===== src/rtl/ges_pkg.sv =====
// Shared encodings for the gesture direction decoder: direction codes,
// gesture flag bit positions, FSM states and the candidate classifier.
package ges_pkg;

  localparam logic [1:0] DIR_UP    = 2'b00;
  localparam logic [1:0] DIR_DOWN  = 2'b01;
  localparam logic [1:0] DIR_LEFT  = 2'b10;
  localparam logic [1:0] DIR_RIGHT = 2'b11;

  localparam int BIT_UP    = 0;
  localparam int BIT_DOWN  = 1;
  localparam int BIT_LEFT  = 2;
  localparam int BIT_RIGHT = 3;
  localparam int BIT_FWD   = 4;
  localparam int BIT_BWD   = 5;
  localparam int BIT_CW    = 6;
  localparam int BIT_ACW   = 7;

  localparam logic [7:0] DIR_MASK   = 8'((1 << BIT_UP) | (1 << BIT_DOWN) | (1 << BIT_LEFT) | (1 << BIT_RIGHT));
  localparam logic [7:0] PAUSE_MASK = 8'((1 << BIT_FWD) | (1 << BIT_BWD));

  typedef enum logic [1:0] {
    ST_IDLE    = 2'd0,
    ST_FILTER  = 2'd1,
    ST_LOCKOUT = 2'd2
  } ges_state_t;

  typedef enum logic [1:0] {
    GK_NONE  = 2'd0,
    GK_DIR   = 2'd1,
    GK_PAUSE = 2'd2,
    GK_ERR   = 2'd3
  } ges_kind_t;

  // Rotations (b6/b7) and any multi-flag pattern land in GK_ERR.
  function automatic ges_kind_t classify(input logic [7:0] g);
    ges_kind_t k;
    if (g == 8'h00)
      k = GK_NONE;
    else if ($onehot(g & DIR_MASK) && ((g & ~DIR_MASK) == 8'h00))
      k = GK_DIR;
    else if ($onehot(g & PAUSE_MASK) && ((g & ~PAUSE_MASK) == 8'h00))
      k = GK_PAUSE;
    else
      k = GK_ERR;
    return k;
  endfunction

  function automatic logic [1:0] dir_of(input logic [7:0] g);
    logic [1:0] d;
    if (g[BIT_UP])
      d = DIR_UP;
    else if (g[BIT_DOWN])
      d = DIR_DOWN;
    else if (g[BIT_LEFT])
      d = DIR_LEFT;
    else
      d = DIR_RIGHT;
    return d;
  endfunction

endpackage


===== src/rtl/ges_stable_filter.sv =====
// Holds the candidate gesture byte and counts how long it has been steady;
// o_stable strobes on the cycle the candidate has been held long enough.
module ges_stable_filter #(
  parameter int STABLE_CYC = 50000
) (
  input  logic       clk,
  input  logic       rst_n,
  input  logic       i_load,
  input  logic       i_run,
  input  logic [7:0] i_data,
  output logic [7:0] o_cand,
  output logic       o_stable
);

  localparam int CW = $clog2(STABLE_CYC);
  localparam logic [CW-1:0] CNT_MAX = CW'(STABLE_CYC - 1);

  logic [7:0]    r_cand;
  logic [CW-1:0] r_cnt;
  logic          w_same;

  assign w_same = (i_data == r_cand);

  // The counter saturates at CNT_MAX so a stalled evaluation never wraps.
  always_ff @(posedge clk or negedge rst_n) begin
    if (!rst_n) begin
      r_cand <= 8'h00;
      r_cnt  <= '0;
    end else if (i_load || (i_run && !w_same)) begin
      r_cand <= i_data;
      r_cnt  <= '0;
    end else if (i_run && (r_cnt != CNT_MAX)) begin
      r_cnt <= r_cnt + 1'b1;
    end
  end

  assign o_cand   = r_cand;
  assign o_stable = i_run && w_same && (r_cnt == CNT_MAX);

endmodule


===== src/rtl/ges_dir_decode.sv =====
// Turns debounced gesture flags into direction / pause-toggle commands with a
// valid/ready output, a post-command lockout and error/overrun pulses.
module ges_dir_decode
  import ges_pkg::*;
#(
  parameter int STABLE_CYC  = 50000,
  parameter int LOCKOUT_CYC = 10000000
) (
  input  logic       sys_clk,
  input  logic       sys_rst_n,
  input  logic [7:0] po_data,
  input  logic       cmd_ready,
  output logic       cmd_valid,
  output logic [1:0] cmd_dir,
  output logic       cmd_pause,
  output logic       ges_err,
  output logic       overrun,
  output logic [1:0] dbg_state
);

  // Handshake: a command transfers on any cycle with cmd_valid && cmd_ready;
  // payload holds while cmd_valid && !cmd_ready unless a newer command
  // overwrites it (overrun pulses); cmd_ready with cmd_valid low is ignored.

  localparam int LW = $clog2(LOCKOUT_CYC + 1);
  localparam logic [LW-1:0] LK_MAX = LW'(LOCKOUT_CYC - 1);

  ges_state_t r_state, w_next;

  logic [7:0]    r_prev;
  logic [1:0]    r_cur_dir;
  logic [LW-1:0] r_lk_cnt;
  logic          r_valid;
  logic [1:0]    r_dir;
  logic          r_pause;
  logic          r_err;
  logic          r_ovr;

  logic          w_load;
  logic          w_run;
  logic [7:0]    w_cand;
  logic          w_stable;
  ges_kind_t     w_kind;
  logic [1:0]    w_dir;
  logic          w_dir_blocked;
  logic          w_lk_done;
  logic          w_take_dir;
  logic          w_take_pause;
  logic          w_err;
  logic          w_accept;

  assign w_load = (r_state == ST_IDLE) && (po_data != r_prev);
  assign w_run  = (r_state == ST_FILTER);

  ges_stable_filter #(
    .STABLE_CYC (STABLE_CYC)
  ) u_filter (
    .clk      (sys_clk),
    .rst_n    (sys_rst_n),
    .i_load   (w_load),
    .i_run    (w_run),
    .i_data   (po_data),
    .o_cand   (w_cand),
    .o_stable (w_stable)
  );

  assign w_kind = classify(w_cand);
  assign w_dir  = dir_of(w_cand);
  // Same axis as the current direction (repeat or reversal) is suppressed.
  assign w_dir_blocked = (w_dir[1] == r_cur_dir[1]);
  assign w_lk_done     = (r_lk_cnt == LK_MAX);

  always_ff @(posedge sys_clk or negedge sys_rst_n) begin
    if (!sys_rst_n)
      r_state <= ST_IDLE;
    else
      r_state <= w_next;
  end

  always_comb begin
    w_next       = r_state;
    w_take_dir   = 1'b0;
    w_take_pause = 1'b0;
    w_err        = 1'b0;
    case (r_state)
      ST_IDLE: begin
        if (w_load) w_next = ST_FILTER;
      end
      ST_FILTER: begin
        if (w_stable) begin
          case (w_kind)
            GK_DIR: begin
              if (w_dir_blocked) begin
                w_next = ST_IDLE;
              end else begin
                w_take_dir = 1'b1;
                w_next     = ST_LOCKOUT;
              end
            end
            GK_PAUSE: begin
              w_take_pause = 1'b1;
              w_next       = ST_LOCKOUT;
            end
            GK_ERR: begin
              w_err  = 1'b1;
              w_next = ST_IDLE;
            end
            default: w_next = ST_IDLE;
          endcase
        end
      end
      ST_LOCKOUT: begin
        if (w_lk_done) w_next = ST_IDLE;
      end
      default: w_next = ST_IDLE;
    endcase
  end

  assign w_accept = w_take_dir || w_take_pause;

  always_ff @(posedge sys_clk or negedge sys_rst_n) begin
    if (!sys_rst_n) begin
      r_prev    <= 8'h00;
      r_cur_dir <= DIR_RIGHT;
      r_lk_cnt  <= '0;
      r_valid   <= 1'b0;
      r_dir     <= DIR_RIGHT;
      r_pause   <= 1'b0;
      r_err     <= 1'b0;
      r_ovr     <= 1'b0;
    end else begin
      r_err <= w_err;
      r_ovr <= w_accept && r_valid && !cmd_ready;
      if (w_stable) r_prev <= w_cand;
      if (w_take_dir) r_cur_dir <= w_dir;
      if (w_accept)
        r_lk_cnt <= '0;
      else if ((r_state == ST_LOCKOUT) && !w_lk_done)
        r_lk_cnt <= r_lk_cnt + 1'b1;
      // A new command wins over a completing handshake so valid stays high.
      if (w_accept) begin
        r_valid <= 1'b1;
        r_dir   <= w_take_dir ? w_dir : r_cur_dir;
        r_pause <= w_take_pause;
      end else if (r_valid && cmd_ready) begin
        r_valid <= 1'b0;
      end
    end
  end

  assign cmd_valid = r_valid;
  assign cmd_dir   = r_dir;
  assign cmd_pause = r_pause;
  assign ges_err   = r_err;
  assign overrun   = r_ovr;
  assign dbg_state = r_state;

endmodule


===== config.mk =====
export PLATFORM = sky130hd
export DESIGN_NAME = ges_dir_decode
export DESIGN_NICKNAME = d
export VERILOG_FILES = /design/src/rtl/ges_pkg.sv /design/src/rtl/ges_stable_filter.sv /design/src/rtl/ges_dir_decode.sv
export SDC_FILE = /design/constraint.sdc
export NUM_CORES = 1
export LEC_CHECK = 0
export ABC_AREA = 1
export CORE_UTILIZATION = 60
export CTS_CLUSTER_SIZE = 24
export DETAILED_ROUTE_END_ITERATION = 6
export PLACE_DENSITY = 0.79
export SLEW_MARGIN = 10
export SYNTH_ARGS = -nofsm -noshare
export SYNTH_HDL_FRONTEND = slang
export SYNTH_SLANG_ARGS = --single-unit

===== constraint.sdc =====
create_clock -name sys_clk -period 5.3 [get_ports sys_clk]
set_input_delay 0.53 -clock sys_clk [delete_from_list [all_inputs] [get_ports sys_clk]]
set_output_delay 0.53 -clock sys_clk [all_outputs]
set_load 0.05 [all_outputs]

== Yosys cells after proc, flatten, opt, wreduce, memory -nomap -nowiden ==
Cells that the tools add are included.

* Output and inout port bits: 8
* Bits in registers: 66
* Word-level logic and storage cells: 86
* Input bits: 11

* Equal/unequal tests: 16
* Mux-type cells: 29
* Add/subtract/negate cells: 6
* Reductions and logical operators: 24

{| class="wikitable"
|+ Operators by type and width
! operator !! number
|-
| 24-bit 2-to-1 mux || 2
|-
| 16-bit 2-to-1 mux || 2
|-
| 24-bit by 1-bit adder with 24-bit output, second input constant || 1
|-
| 24-bit equality test, second input constant || 1
|-
| 8-bit zero test || 3
|-
| 2-bit 2-to-1 mux || 9
|-
| 16-bit by 1-bit adder with 16-bit output, second input constant || 1
|-
| 16-bit equality test, second input constant || 1
|-
| 16-bit != test, second input constant || 1
|-
| 1-bit 2-to-1 mux || 14
|-
| 1-bit logical AND || 11
|-
| 8-bit equality test || 1
|-
| 8-bit != test || 1
|-
| 1-bit by 1-bit adder with 2-bit output || 3
|-
| 2-bit by 1-bit equality test with 1-bit output, second input constant || 3
|-
| 2-bit equality test, second input constant || 3
|-
| 2-bit case mux with 3 select lines || 1
|-
| 2-bit nonzero test || 3
|-
| 2-bit != test, second input constant || 2
|-
| 2-bit case mux with 2 select lines || 1
|-
| 2-bit by 2-bit adder with 3-bit output || 1
|-
| 3-bit by 1-bit equality test with 1-bit output, second input constant || 1
|-
| 1-bit zero test || 3
|-
| 3-bit AND reduction || 1
|-
| other kinds (4) || 5
|}

== Longest topological paths before layout ==
* Word-level depth: 13
* Depth in mapped cells: 18
* Mapped depth without buffers: 18

== By module ==
From an unflattened synthesis, not the netlist that was laid out.

* Cells, all modules: 614
* Area total of the unflattened synthesis: 4367.9 um^2

{| class="wikitable"
|+ Modules (own cells, without submodules)
! module !! cells an instance !! area an instance (um^2) !! times used !! sequential area each (um^2)
|-
| ges_dir_decode || 386 || 2715.1 || 1 || 1056.0
|-
| ges_stable_filter || 228 || 1652.8 || 1 || 600.6
|}

== Least setup slack after synthesis ==
Ideal clock, no wire load.

* Kind: reg2reg
* Start: register u_filter.r_cand[0] (netlist: u_filter.o_cand[0])
* End: register r_lk_cnt[7]
* Period minus slack after synthesis: 2.809 ns
* Buffers on the path: 1
* Library setup time: 0.071 ns
* Setup slack: 2.491 ns
* Arrival: 2.737 ns
* Required time: 5.229 ns
* Stages on the path, launching flop included: 19
* Path through: dfrtp_1 > inv_2 > fa_1 > inv_1 > ha_1 > ha_1 > nor2_1 > a21o_1 > nand2_1 > inv_1 > ha_1 > nand2_1 > nor2_1 > nor2_1 > inv_1 > nand3_4 > buf_6 > nand2_1 > nor2_1

* Cells in the longest elaborated chain, start to end: 12
* Elaborated cells between the ends (all ways): 27
* Those cells by class: 2 x add/sub; 5 x eq/ne; 12 x mux; 8 x reduce/logical

{| class="wikitable"
|+ Ends and longest elaborated chain
! item !! line !! source
|-
| from (decl) || ges_stable_filter.sv:18 || <nowiki>logic [7:0] r_cand;</nowiki>
|-
| from (signal assigned) || ges_stable_filter.sv:30 || <nowiki>r_cand <= i_data;</nowiki>
|-
| 1-bit by 1-bit adder with 2-bit output (not written as such) || ges_pkg.sv:40 || <nowiki>else if ($onehot(g & DIR_MASK) && ((g & ~DIR_MASK) == 8'h00))</nowiki>
|-
| 2-bit by 2-bit adder with 3-bit output (not written as such) || ges_pkg.sv:40 ||
|-
| 3-bit by 1-bit equality test with 1-bit output || ges_pkg.sv:40 ||
|-
| 1-bit logical AND || ges_pkg.sv:40 ||
|-
| 2-bit 2-to-1 mux || ges_pkg.sv:40 ||
|-
| 2-bit 2-to-1 mux || ges_pkg.sv:38 || <nowiki>if (g == 8'h00)</nowiki>
|-
| 2-bit by 1-bit equality test with 1-bit output or 2-bit equality test (tied branches) || ges_dir_decode.sv:91 || <nowiki>case (w_kind)</nowiki>
|-
| 1-bit 2-to-1 mux || ges_dir_decode.sv:91 ||
|-
| 1-bit 2-to-1 mux || ges_dir_decode.sv:90 || <nowiki>if (w_stable) begin</nowiki>
|-
| 1-bit 2-to-1 mux || ges_dir_decode.sv:85 || <nowiki>case (r_state)</nowiki>
|-
| 1-bit logical OR * || ges_dir_decode.sv:119 || <nowiki>assign w_accept = w_take_dir || w_take_pause;</nowiki>
|-
| 24-bit 2-to-1 mux or 2-bit nonzero test (tied branches) || -- ||
|-
| to (signal assigned) || ges_dir_decode.sv:139 || <nowiki>r_lk_cnt <= r_lk_cnt + 1'b1;</nowiki>
|-
| to (decl) || ges_dir_decode.sv:32 || <nowiki>logic [LW-1:0] r_lk_cnt;</nowiki>
|}

Mark *: on every way between the ends. The rest lies on a longest branch, timed or not.
A chain may end at the register's enable or synchronous reset.

== Final worst setup path ==
* Start: register u_filter.r_cand[0] (netlist: u_filter.o_cand[0])
* End: register r_lk_cnt[8]

The elaborated chain is that of the path after synthesis.

==> flow_metrics.py <==
metrics = {
    "global_routing": {
        "grt.overflow.total": 0,
        "grt_use_total_pct": 26.5,
        "grt_pass1_vias": 3670,
        "grt_pass1_wl_um": 15600,
        "met1_usage_pct": 32.5,
        "antenna_found_initial": 0,
        "grt_max_degree": 67,
        "use_met2_pct": 47.2,
        "grtUsageMet3_pct": 6.03,
        "grt-busiest-layer": "met2",
    },
    "sta": {
        "fin_skew_ns": 0.00937,
        "setup_ws_ns": 2.15,
        "rsz0062_at_grt": "no",
        "fmax_ghz": 0.317,
        "maxSlewViolCount": 0,
        "fin_tns_setup_ns": 0,
        "finalSetupViolCount": 0,
        "tightest_slew_ns": 0.827,
        "fin_crit_sh_pct": 59.5,
        "hold_violations": 0,
        "fin_crit_ns": 3.15,
        "slew-limit-headroom_pct": 44.9,
        "hold_ws_ns": 0.381,
    },
    "cells_and_area": {
        "final_cell_mix": "174 x nand2_1, 86 x nor2_1, 84 x inv_1",
        "area_delta_synth_final_pct": 10.0,
        "nFillCells": 527,
        "layout_commonest_cell": "nand2_1",
        "drive_gt1_share_pct": 9.55,
        "fin_nets": 634,
        "post-route-util_pct": 70.1,
        "diodes": 0,
    },
    "synthesis": {
        "ys_warn_count": 0,
        "ys_seq_area_share_pct": 39.8,
        "ys_seq_elements": 66,
        "synth_cell_types": 35,
        "netlist_instances": 590,
        "synth_nets": 611,
        "synth_area_per_cell_um2": 7.05,
        "netlist_area_um2": 4160,
    },
    "clock_network": {
        "clk_latency_ns": 0.35,
        "root_buffer": "clkbuf_8",
        "clk_pin_slew_ns": 0.08,
        "cts-resized-gates": 0,
        "hold_buffers": 0,
        "clock_path_buffers": 2,
        "numCtsBuffers": 9,
        "cts_tree": "built",
        "htreeDepth": 3,
        "post_cts_buffers": 0,
        "cts_sinks": 66,
    },
    "floorplan": {
        "die_area_um2": 7270,
        "die_w_um": 85.3,
        "die_y_um": 85.3,
        "core_um2": 6530,
        "placementRows": 29,
        "io_pins": 19,
        "initial_core_util_pct": 63.7,
    },
    "placement": {
        "routabilityCongestion": 0.909,
        "dp_slack_ns": 2.18,
        "hpwlAfterDp_um": 6240,
        "io_buffer_count": 18,
    },
    "critical_path": {
        "required_ns": 5.57,
        "end_kind": "flop",
        "worst_ep_arrival_time_ns": 3.42,
        "worstPathMaxFanout": 17,
        "crit_type": "flop to flop",
        "startpoint_type": "flop",
    },
    "routing": {
        "wl_per_cell_um": 12.5,
        "dr.first_iter.drc_count": 116,
        "dr.pass1.iters": 4,
        "antenna_left": 0,
        "drcViolationCount": 0,
        "num_vias": 3709,
        "drt_wl_total_um": 8670,
        "viasPerCell": 5.34,
    },
    "power": {
        "p_leak_uw": 0.00233,
        "power_density_nw_per_um2": 221,
        "ir_worst_vdd_mv": 0.185,
        "total_power_uw": 1010,
    },
    "run_status": {
        "status": "finished clean",
    },
    "job": {
        "cap_violations": 0,
    },
    "worst_hold_path": {
        "min_path_type": "primary input to async pin",
    },
}
cell families after synthesis:
kind of cell               after synthesis  synth area share [%]
AOI/OAI and AO/OA                       43                  5.68
xor gates and xnor gates                11                  2.32
adders and majority gates               10                  3.19
buffers and inverters                  100                  10.2
DFF                                     66                  39.8
and+or+nand+nor                        360                  38.8
cells in the mapped netlist:
cell	number	area (µm²)
o21ai_2	1	8.76
a31oi_1	1	6.26
nor2_4	6	67.6
o21ai_0	15	75.1
o21ai_4	1	16.3
clkinv_4	1	8.76
buf_2	2	10.0
nor3_1	10	50.1
inv_2	7	26.3
nor3b_1	1	7.51
o21ai_1	16	80.1
buf_6	5	56.3
nand3_1	40	200
nor2_2	12	75.1
and2_1	1	6.26
fa_1	1	20.0
nand3_4	1	17.5
ha_1	9	113
o211ai_1	1	7.51
xor2_1	3	26.3
nor2_8	1	20.0
nor2_1	86	323
nand2_1	174	653
nand2_2	2	12.5
nand2_4	3	33.8
nor3_2	1	10.0
buf_4	1	7.51
a21oi_1	7	35.0
dfstp_2	4	105
xnor2_1	8	70.1
dfrtp_1	62	1550
nand4_1	21	131
nor4_1	1	6.26
inv_1	84	315
a21o_1	1	7.51
power by group:
part	internal, µW	switching [µW]	leakage, µW
Combinational	22.2	38.6	0.00140
Clock	241	200	0.000105
Sequential	507	3.38	0.000827
Total	770	241	0.00233
path summary, 6_finish.rpt:
check | slack, ns | cells after the start | start | endpoint
min reg2reg | 0.47 | 2 | cmd_dir[1]$_DFFE_PN1N_ | cmd_dir[1]$_DFFE_PN1N_
max in group asynchronous | 4.39 | 2 | sys_rst_n | r_prev[4]$_DFFE_PN0P_
min | 0.38 | 2 | sys_rst_n | ges_err$_DFF_PN0_
min in group sys_clk | 0.47 | 2 | cmd_dir[1]$_DFFE_PN1N_ | cmd_dir[1]$_DFFE_PN1N_
max | 2.15 | 17 | u_filter.o_cand[0]$_DFFE_PN0N_ | r_lk_cnt[8]$_DFFE_PN0P_
max reg2reg | 2.15 | 17 | u_filter.o_cand[0]$_DFFE_PN0N_ | r_lk_cnt[8]$_DFFE_PN0P_
per-stage QoR:
| step | cells | area [µm²] |
|---|---|---|
| 4_1_cts | 695 | 4580 |
| 5_1_grt | 695 | 4580 |
| 2_1_floorplan | 590 | 4160 |
| 3_5_place_dp | 679 | 4370 |
| 6_report | 695 | 4580 |
| 3_3_place_gp | 679 | 4370 |
worst max-delay path, stage by stage, from the launching register on:
cell and delay, ns:
dfrtp_1 0.39, inv_2 0.08, fa_1 0.54, inv_1 0.05, ha_1 0.17, ha_1 0.27, nor2_1 0.04, a21o_1 0.16
nand2_1 0.10, inv_1 0.05, ha_1 0.18, nand2_1 0.06, nor2_1 0.07, nor2_1 0.28, inv_1 0.15, nand3_4 0.23
o21ai_0 0.14, nor2_1 0.11
state kept, by name, summed over array words and instances, names as in the netlist:
name,cells
cmd_dir,2
r_cur_dir,2
overrun,1
r_prev,8
cmd_valid,1
cmd_pause,1
ges_err,1
r_lk_cnt,24
u_filter.r_cnt,16
u_filter.o_cand,8
dbg_state,2
cell type report:
| class | instances | area, µm² | area share (%) |
|---|---|---|---|
| Sequential cell | 66 | 1660 | 36.2 |
| Clock buffer | 11 | 151 | 3.31 |
| Timing Repair Buffer | 20 | 190 | 4.16 |
| Tap cell | 77 | 96.3 | 2.10 |
| Multi-Input combinational cell | 424 | 2080 | 45.4 |
| Inverter | 92 | 350 | 7.65 |
| Clock inverter | 5 | 52.6 | 1.15 |
layer usage:
layer	vias up	routed length, µm
met3	13	260
met1	1756	3990
li1	1886	-
met5	-	0
met4	0	89
met2	54	4330
Power figures use the tool's default switching activity.
